File: config.mk
export PLATFORM = sky130hd
export DESIGN_NAME = modrm_sib_encoder
export DESIGN_NICKNAME = d
export VERILOG_FILES = /design/src/rtl/modrm_sib_encoder.sv
export SDC_FILE = /design/constraint.sdc
export NUM_CORES = 1
export LEC_CHECK = 0
export BUFFER_PORTS_ARGS = -buffer_cell sky130_fd_sc_hd__buf_4
export CAP_MARGIN = 30
export CORE_MARGIN = 10
export CORE_UTILIZATION = 30
export CTS_CLUSTER_DIAMETER = 100
export CTS_CLUSTER_SIZE = 8
export DETAILED_ROUTE_END_ITERATION = 8
export GPL_TIMING_DRIVEN = 0
export HOLD_SLACK_MARGIN = 0.1
export PLACE_DENSITY = 0.54
export SYNTH_ARGS = -nofsm -noshare
export SYNTH_HDL_FRONTEND = slang
export SYNTH_SLANG_ARGS = --single-unit
File: constraint.sdc
create_clock -name clk -period 5.9 [get_ports clk]
set_clock_uncertainty 0.15 [all_clocks]
set_input_delay 0.59 -clock clk [delete_from_list [all_inputs] [get_ports clk]]
set_output_delay 0.59 -clock clk [all_outputs]
set_load 0.05 [all_outputs]
File: src/rtl/modrm_sib_encoder.sv
`default_nettype none
// ============================================================================
// Module      : modrm_sib_encoder
// Description : Serialising ModR/M encoder. Accepts one decoded
//               effective-address description per request handshake and
//               emits the ModR/M byte, an optional SIB byte and the
//               little-endian displacement bytes, one byte per cycle, on a
//               valid/ready byte stream. Inverse of decode_mod_rm.
//
// Ports       : clk, rst_n (async, active-low)
//               req_valid/req_ready       request handshake
//               bit_width                 0 = 16-bit, 1 = 32-bit addressing
//               reg_field, rm_is_reg      ModR/M reg field, register operand
//               base_en/base_reg          base register
//               index_en/index_reg/scale  index register and SIB scale
//               displacement              signed displacement
//               out_valid/out_ready       byte stream handshake
//               out_byte/out_last         byte and end-of-encoding marker
//               err                       one-cycle illegal-request pulse
//
// Options     : MODRM_ENC_DISP8_EN - when defined, the shortest displacement
//               form (mod=01 disp8) is used when the value fits; otherwise
//               every displacement is full width (mod=10).
//
// Revision    : 1.0 - initial release
// ============================================================================
module modrm_sib_encoder (
    input  logic        clk,
    input  logic        rst_n,
    input  logic        req_valid,
    output logic        req_ready,
    input  logic        bit_width,
    input  logic [2:0]  reg_field,
    input  logic        rm_is_reg,
    input  logic        base_en,
    input  logic [2:0]  base_reg,
    input  logic        index_en,
    input  logic [2:0]  index_reg,
    input  logic [1:0]  scale,
    input  logic [31:0] displacement,
    output logic        out_valid,
    input  logic        out_ready,
    output logic [7:0]  out_byte,
    output logic        out_last,
    output logic        err
);

    localparam logic [2:0] ST_IDLE  = 3'd0;
    localparam logic [2:0] ST_MODRM = 3'd1;
    localparam logic [2:0] ST_SIB   = 3'd2;
    localparam logic [2:0] ST_DISP  = 3'd3;
    localparam logic [2:0] ST_ERR   = 3'd4;

    // GPR encodings that carry special meaning in the address forms
    localparam logic [2:0] C_ESP = 3'b100;
    localparam logic [2:0] C_EBP = 3'b101;
    localparam logic [2:0] C_BX  = 3'b011;
    localparam logic [2:0] C_BP  = 3'b101;
    localparam logic [2:0] C_SI  = 3'b110;
    localparam logic [2:0] C_DI  = 3'b111;

    // ------------------------------------------------------------------
    // Request decode (combinational, only consumed at accept)
    // ------------------------------------------------------------------
    logic       w_err;
    logic [2:0] w_rm;
    logic       w_has_sib;
    logic [7:0] w_sib;
    logic       w_absolute;   // no base: mod=00 with full-width displacement
    logic       w_bp_base;    // EBP/BP base: mod=00 would mean "no base"
    logic [1:0] w_mod;
    logic       w_has_disp;
    logic [1:0] w_len_m1;
    logic       w_disp_zero;
    logic       w_disp_fits8;
    logic [1:0] w_full_len_m1;
    logic       w_accept;

    assign w_accept      = req_valid && req_ready;
    assign w_full_len_m1 = bit_width ? 2'd3 : 2'd1;
    assign w_disp_zero   = bit_width ? (displacement == 32'd0)
                                     : (displacement[15:0] == 16'd0);
    // Fits in signed 8 bits when every bit from 7 upward matches the sign
    assign w_disp_fits8  = bit_width
        ? ((&displacement[31:7]) || !(|displacement[31:7]))
        : ((&displacement[15:7]) || !(|displacement[15:7]));

    always_comb begin
        w_err      = 1'b0;
        w_rm       = 3'b000;
        w_has_sib  = 1'b0;
        w_sib      = 8'h00;
        w_absolute = 1'b0;
        w_bp_base  = 1'b0;

        if (rm_is_reg) begin
            w_rm = base_reg;
        end else if (bit_width) begin
            if (!base_en && !index_en) begin
                w_rm       = C_EBP;
                w_absolute = 1'b1;
            end else if (index_en || (base_reg == C_ESP)) begin
                // SIB form; index code 100 means "no index" so cannot be used
                w_rm      = C_ESP;
                w_has_sib = 1'b1;
                w_err     = index_en && (index_reg == C_ESP);
                w_sib     = {(index_en ? scale : 2'b00),
                             (index_en ? index_reg : C_ESP),
                             (base_en ? base_reg : C_EBP)};
                w_absolute = !base_en;
                w_bp_base  = base_en && (base_reg == C_EBP);
            end else begin
                w_rm      = base_reg;
                w_bp_base = (base_reg == C_EBP);
            end
        end else begin
            if (base_en && index_en) begin
                if (((base_reg == C_BX) || (base_reg == C_BP)) &&
                    ((index_reg == C_SI) || (index_reg == C_DI))) begin
                    w_rm = {1'b0, (base_reg == C_BP), (index_reg == C_DI)};
                end else begin
                    w_err = 1'b1;
                end
            end else if (base_en) begin
                case (base_reg)
                    C_SI:    w_rm = 3'b100;
                    C_DI:    w_rm = 3'b101;
                    C_BP: begin
                        w_rm      = 3'b110;
                        w_bp_base = 1'b1;
                    end
                    C_BX:    w_rm = 3'b111;
                    default: w_err = 1'b1;
                endcase
            end else if (index_en) begin
                case (index_reg)
                    C_SI:    w_rm = 3'b100;
                    C_DI:    w_rm = 3'b101;
                    default: w_err = 1'b1;
                endcase
            end else begin
                w_rm       = 3'b110;
                w_absolute = 1'b1;
            end
        end
    end

    // Mod and displacement length selection
    always_comb begin
        w_mod      = 2'b10;
        w_has_disp = 1'b1;
        w_len_m1   = w_full_len_m1;
        if (rm_is_reg) begin
            w_mod      = 2'b11;
            w_has_disp = 1'b0;
            w_len_m1   = 2'd0;
        end else if (w_absolute) begin
            w_mod = 2'b00;
        end else if (w_disp_zero && !w_bp_base) begin
            w_mod      = 2'b00;
            w_has_disp = 1'b0;
            w_len_m1   = 2'd0;
        end
`ifdef MODRM_ENC_DISP8_EN
        else if (w_disp_fits8) begin
            w_mod    = 2'b01;
            w_len_m1 = 2'd0;
        end
`endif
    end

    // ------------------------------------------------------------------
    // Sequencer
    // ------------------------------------------------------------------
    logic [2:0]  r_state;
    logic [7:0]  r_modrm;
    logic [7:0]  r_sib;
    logic        r_has_sib;
    logic        r_has_disp;
    logic [1:0]  r_len_m1;
    logic [1:0]  r_cnt;
    logic [31:0] r_disp;

    always_ff @(posedge clk or negedge rst_n) begin
        if (!rst_n) begin
            r_state    <= ST_IDLE;
            r_modrm    <= 8'h00;
            r_sib      <= 8'h00;
            r_has_sib  <= 1'b0;
            r_has_disp <= 1'b0;
            r_len_m1   <= 2'd0;
            r_cnt      <= 2'd0;
            r_disp     <= 32'd0;
        end else begin
            case (r_state)
                ST_IDLE: begin
                    if (w_accept) begin
                        r_modrm    <= {w_mod, reg_field, w_rm};
                        r_sib      <= w_sib;
                        r_has_sib  <= w_has_sib && !rm_is_reg;
                        r_has_disp <= w_has_disp;
                        r_len_m1   <= w_len_m1;
                        r_cnt      <= 2'd0;
                        r_disp     <= displacement;
                        r_state    <= (w_err && !rm_is_reg) ? ST_ERR : ST_MODRM;
                    end
                end
                ST_MODRM: begin
                    if (out_ready) begin
                        if (r_has_sib)       r_state <= ST_SIB;
                        else if (r_has_disp) r_state <= ST_DISP;
                        else                 r_state <= ST_IDLE;
                    end
                end
                ST_SIB: begin
                    if (out_ready) begin
                        r_state <= r_has_disp ? ST_DISP : ST_IDLE;
                    end
                end
                ST_DISP: begin
                    if (out_ready) begin
                        if (r_cnt == r_len_m1) r_state <= ST_IDLE;
                        else                   r_cnt   <= r_cnt + 2'd1;
                    end
                end
                ST_ERR:  r_state <= ST_IDLE;
                default: r_state <= ST_IDLE;
            endcase
        end
    end

    // ------------------------------------------------------------------
    // Outputs, decoded from registered state so they hold during stalls
    // ------------------------------------------------------------------
    assign req_ready = (r_state == ST_IDLE);
    assign err       = (r_state == ST_ERR);
    assign out_valid = (r_state == ST_MODRM) || (r_state == ST_SIB) ||
                       (r_state == ST_DISP);

    always_comb begin
        out_byte = 8'h00;
        out_last = 1'b0;
        case (r_state)
            ST_MODRM: begin
                out_byte = r_modrm;
                out_last = !r_has_sib && !r_has_disp;
            end
            ST_SIB: begin
                out_byte = r_sib;
                out_last = !r_has_disp;
            end
            ST_DISP: begin
                case (r_cnt)
                    2'd0:    out_byte = r_disp[7:0];
                    2'd1:    out_byte = r_disp[15:8];
                    2'd2:    out_byte = r_disp[23:16];
                    default: out_byte = r_disp[31:24];
                endcase
                out_last = (r_cnt == r_len_m1);
            end
            default: begin
                out_byte = 8'h00;
                out_last = 1'b0;
            end
        endcase
    end

endmodule
`default_nettype wire

==> results of run 1 <==
==> metrics by stage <==
| step | instance area [sq um] | std cells | total power [uW] | setup WS, ns | hold WS (ns) |
|---|---|---|---|---|---|
| floorplan | 3060 | 380 | 1320 | 2.62 | 0.144 |
| global placement | 3680 | 573 | 1630 | 3.01 | 0.303 |
| detailed placement | 3680 | 573 | 1640 | 3.03 | 0.312 |
| CTS | 3770 | 580 | 1870 | 2.67 | 0.203 |
| global route | 3770 | 580 | 1990 | 2.44 | 0.212 |
| finish | 3770 | 580 | 1850 | 2.59 | 0.161 |
==> state kept, by name (all words and copies together), names as in the netlist <==
| signal | count |
|---|---|
| r_cnt | 2 |
| r_has_sib | 1 |
| r_len_m1 | 2 |
| r_modrm | 8 |
| r_state | 3 |
| r_sib | 8 |
| r_disp | 32 |
==> critical path: cells and delay by family, from the launching register on <==
kind,cells,cell delay (ns)
and+or+nand+nor,1,0.08
AOI/OAI and AO/OA,3,0.86
adders and majority gates,1,0.16
buffers and inverters,3,0.71
DFF,1,0.46
==> worst min-delay path by stage <==
stage | start | endpoint | slack, ns
after floorplan | rst_n | r_cnt[0] | 0.14
after global placement | r_sib[7] | r_sib[7] | 0.30
after detailed placement | r_sib[6] | r_sib[6] | 0.31
after CTS | rst_n | r_disp[4] | 0.20
after global routing | rst_n | r_disp[4] | 0.21
final | rst_n | r_disp[4] | 0.16
==> layout make-up <==
| type | count | area, sq um |
|---|---|---|
| Buffer | 28 | 123 |
| Clock buffer | 6 | 82.6 |
| Clock inverter | 1 | 8.76 |
| Fill cell | 1041 | 6100 |
| Inverter | 13 | 48.8 |
| Multi-Input combinational cell | 283 | 1490 |
| Sequential cell | 56 | 1400 |
| Tap cell | 133 | 166 |
| Timing Repair Buffer | 60 | 450 |
==> where the power goes <==
group          leakage, uW  internal [uW]  switching [uW]
combinational      0.00103            326             643
sequential        0.000707            545             116
clock            0.0000473           94.0             123
==> cell usage after synthesis (all sizes together), types with 4 or more instances <==
master    n
a21oi    17
a222oi    8
a311oi    9
buf       7
clkbuf   21
dfrtp    56
ha        4
inv      13
nand2   152
nand3     6
nor2      9
nor3      4
nor4     11
o21ai    19
==> per-layer routing <==
layer  share of wire  up-vias  GRT usage
met1            0.46     1376      0.158
met5               0        -          0
met3           0.042        6     0.0256
met4           0.013        0     0.0415
met2            0.49       60      0.216
li1                -     1443          -
==> cell usage in the layout (no fill, tap or decap), types with 2 or more instances in the layout <==
master	count
clkbuf_8	6
xnor2_1	3
nand3_1	6
o21ai_1	3
a311oi_1	9
nor2b_1	3
nand4b_1	2
o221ai_1	2
a21oi_1	17
a31oi_1	2
o21ai_0	16
a222oi_1	8
inv_1	13
buf_4	60
nor3_1	4
buf_6	2
dfrtp_1	56
clkbuf_1	21
buf_2	2
nand2_1	152
nor4_1	11
a22o_1	3
buf_1	3
nand2b_1	2
o32ai_1	2
o31ai_1	3
o21a_1	2
ha_1	4
nor2_1	9
==> kinds of logic after synthesis <==
logic type	after synthesis
DFF	56
buffers and inverters	41
adders and majority gates	5
xor gates and xnor gates	3
AOI/OAI and AO/OA	74
muxes	2
and+or+nand+nor	199
==> metrics.txt, run 1 <==
Die Footprint 14,600 sq um; Hold Fails Final Rpt 0; post-synth top area cell dfrtp_1; CP Cell Sequence inv_1, ha_1, clkbuf_1, a222oi_1, o21ai_0, nand2_1, a311oi_1, buf_4; Hold Crit Class in2async; Startpoint Class flip-flop; Post-Syn Nets 435; worst-margin pin slew 0.698 ns; pin count of the biggest net entering global routing 57; Ports 63; maxcap violations 0; vias in the first global route 3,002; Mapped Cells 380; drt drc 0; CP max stage cell a311oi_1; H-Tree Depth 2; adder-cell area share of the yosys netlist 0.0196; critical path data required time 5.16 ns; Die W 121 um; DP HPWL 7.43 mm; Max clock buf depth 2; Yosys warning count 0; Post-synth EDFFs 0; cts bufs inserted 5; total grt overflow 0; Power Dens Cells 490 nW/um^2; critical path arrival 2.57 ns; DR vias 2,885; antenna violations before repair 0; layout cells sized above 1 0.166; Chip Height 121 um; Via-to-Cell Ratio 4.97; Detail Route Antenna Nets 0; Yosys cell types 47; top_reg_cell synth dfrtp_1; setup TNS 0 ns; Max Clock Freq 302 MHz; Crit Path Max Fanout 8; routed wire length 9.34 mm; Critical Path Sink Type primary output; largest family of logic cells by synthesized area simple AND/OR/NAND/NOR gates; FF-to-FF End r_disp[29]; post-synthesis sequential area ratio 0.458; drt first pass iters 6; CTS sink count 56; first-pass GRT wire length 15.1 mm; post-synthesis xor/xnor area fraction 0.00859; post-CTS sizing 0; setup violators final 0; Critical path origin r_cnt[0]; Initial Util 0.310; Tcrit/Tclk final 0.561; 1st-iter DRT viols 166; Synth top area share 0.458; max_slew headroom 0.535; Syn Area/Cell 8.05 sq um; RePlAce Congestion 0.814; IO Port Bufs 60; crit path to out_byte[5]; DR WL/cell 16.1 um; R2R setup slack 3.49 ns; outcome finished, final reports clean; Area growth syn-to-layout 23.1%; Reg clk slew, reported paths 0.10 ns; Synth Area in Compound Gates 0.167; post-synthesis async set-or-reset flop share 1.00; fin nets 502; fin util 0.382; Setup Crit Path Kind reg2out; simple-gate share of the synthesized area 0.283; Max VDD drop 0.289 mV; Worst R2R Start r_state[1]; slowest stage delay, CP 0.47 ns; Slew Limit Fails 0; RSZ-0062 raised after global routing no; minimum clock period 3.31 ns; CTS Hold Buffers Added 0; number of setup buffers added after CTS 0; mux share of post-synthesis cell area 0.00695; Lkg Pwr 0.00178 uW; # rows 36; FF+latch count, synth 56; All-Layer GR Usage 0.127; clk_lat worst skew 0.31 ns; diodes inserted 0; Clock Tree Root clkbuf_8; Syn Std Cell Area 3060 sq um; worst reg2reg path depth 6; synth top area cells dfrtp_1, nand2_1, a21oi_1, a222oi_1, o21ai_0; CTS tree built; Placeable Area 9860 sq um
No activity file was read; power rests on OpenSTA's default activity.
==> inputs of run 2 (changes only) <==
==> constraint.sdc (replaced) <==
create_clock -name clk -period 3.1 [get_ports clk]
set_clock_uncertainty 0.15 [all_clocks]
set_input_delay 0.31 -clock clk [delete_from_list [all_inputs] [get_ports clk]]
set_output_delay 0.31 -clock clk [all_outputs]
set_load 0.05 [all_outputs]
==> metrics.txt, run 2 (synthesis gave the netlist of run 1 again) <==
Tcrit/Tclk final 0.940; Critical Path Sink Type primary output; commonest non-fill, non-tap cell in the layout nand2_1; Ports 63 (unchanged); max FFs per register 32 (unchanged); RePlAce Congestion 0.814 (unchanged); total grt overflow 0 (unchanged); IO Port Bufs 60 (unchanged); R2R setup slack 0.68 ns (-2.81 ns); Initial Util 0.310 (unchanged); vias in the first global route 3,173 (+5.7%); H-Tree Depth 2 (unchanged); # rows 36 (unchanged); Area growth syn-to-layout 35.7%; Startpoint Class flip-flop; fin nets 539 (+7.4%); Power Dens Cells 856 nW/um^2 (+75%); setup TNS 0 ns (unchanged); drt drc 0 (unchanged); clk_lat worst skew 0.30 ns (about the same); Die W 121 um (unchanged); layout cells sized above 1 0.153 (-0.0127); CTS sink count 56 (unchanged); Hold Crit Class in2reg; cts bufs inserted 5 (unchanged); post-CTS sizing 0 (unchanged); Crit Path Max Fanout 8 (unchanged); 1st-iter DRT viols 152 (-8.4%); Pwr Total 3550 uW (+92%); Max clock buf depth 2 (unchanged); critical path arrival 2.45 ns (-0.12 ns); number of setup buffers added after CTS 0 (unchanged); Lkg Pwr 0.00194 uW (+9.0%); drt first pass iters 5 (-1); DR WL/cell 15.9 um (-1.4%); Detail Route Antenna Nets 0 (unchanged); CTS tree built; pin count of the biggest net entering global routing 57 (unchanged); diodes inserted 0 (unchanged); Setup Crit Path Kind reg2out; Clock Tree Root clkbuf_8; Chip Height 121 um (unchanged); routed wire length 9.79 mm (+4.9%); maxcap violations 0 (unchanged); minimum clock period 2.91 ns; Slew Limit Fails 0 (unchanged); Hold Fails Final Rpt 0 (unchanged); Placeable Area 9860 sq um (unchanged); max_slew headroom 0.533 (-0.00160); worst-margin pin slew 0.700 ns (+0.00240 ns); antenna violations before repair 0 (unchanged); Hold Worst Slack 0.112 ns (-0.0496 ns); first-pass GRT wire length 16.1 mm (+6.3%); DR vias 3,034 (+5.2%); DP HPWL 7.43 mm (unchanged); Top Registers r_disp: 32 flops, r_modrm: 8 flops, r_sib: 8 flops; Max VDD drop 0.555 mV (+92%); critical path data required time 2.64 ns (-2.52 ns); setup violators final 0 (unchanged); commonest non-fill, non-tap cells in the layout nand2_1, buf_4, dfrtp_1; All-Layer GR Usage 0.135 (+0.00758); Reg clk slew, reported paths 0.10 ns (about the same); Die Footprint 14,600 sq um (unchanged); outcome finished, final reports clean; Most flops, register r_disp; Max Clock Freq 343 MHz; RSZ-0062 raised after global routing no; Via-to-Cell Ratio 4.92 (-1.1%)
==> run 2: repair_timing <==
item	in CTS	in global routing
hold endpoints to repair	94	0
hold buffers	39	0
setup endpoints to repair	0	3
==> run 2: layout make-up <==
type,instances,area [sq um]
plain buffers,26,115
clock buffers,6,82.6
clock inverters,1,8.76
fillers,1008,5710
inverters,13,48.8
multi-input cells,283,1490
flip-flops and latches,56,1400
well taps,133,166
repair buffers,99,841
==> run 2: power by group <==
| group | total, uW | switching (uW) | leakage, uW | internal, uW |
|---|---|---|---|---|
| logic | 1880 | 1230 | 0.00119 | 652 |
| clock network | 412 | 233 | 0.0000473 | 179 |
| registers | 1260 | 219 | 0.000707 | 1040 |
==> run 2: metal layers <==
layer | share of wire | routed length [um] | GRT usage | vias up
li1 | - | - | - | 1518
met5 | 0 | 0 | 0 | -
met3 | 0.044 | 432 | 0.0256 | 8
met1 | 0.45 | 4380 | 0.165 | 1440
met4 | 0.015 | 144 | 0.0422 | 0
met2 | 0.49 | 4840 | 0.233 | 68
==> run 2: final timing paths <==
kind / depth (start not counted) / end / from
max: 8 / out_byte[5] / r_cnt[1]
min: 3 / r_sib[4] / index_reg[1]
max reg2reg: 6 / r_disp[28] / r_state[1]
min reg2reg: 2 / r_sib[6] / r_sib[6]
max in group asynchronous: 2 / r_state[0] / rst_n
min in group asynchronous: 2 / r_disp[4] / rst_n
==> run 2: critical path: stages, from the launching register on <==
cell,delay (ns)
dfrtp_1,0.46
inv_1,0.11
ha_1,0.15
buf_1,0.30
a222oi_1,0.17
o21ai_0,0.19
nand2_1,0.08
a311oi_1,0.40
buf_4,0.28
==> run 2: stage by stage <==
stage / util / instances / setup slack, ns / cell area, sq um
final: 0.421 / 617 / 0.186 / 4150
after global routing: 0.421 / 617 / 0.00686 / 4150
after CTS: 0.421 / 619 / 0.151 / 4160
after global placement: 0.373 / 573 / 0.492 / 3680
after floorplan: - / 380 / 0.102 / 3060
after detailed placement: 0.373 / 573 / 0.506 / 3680
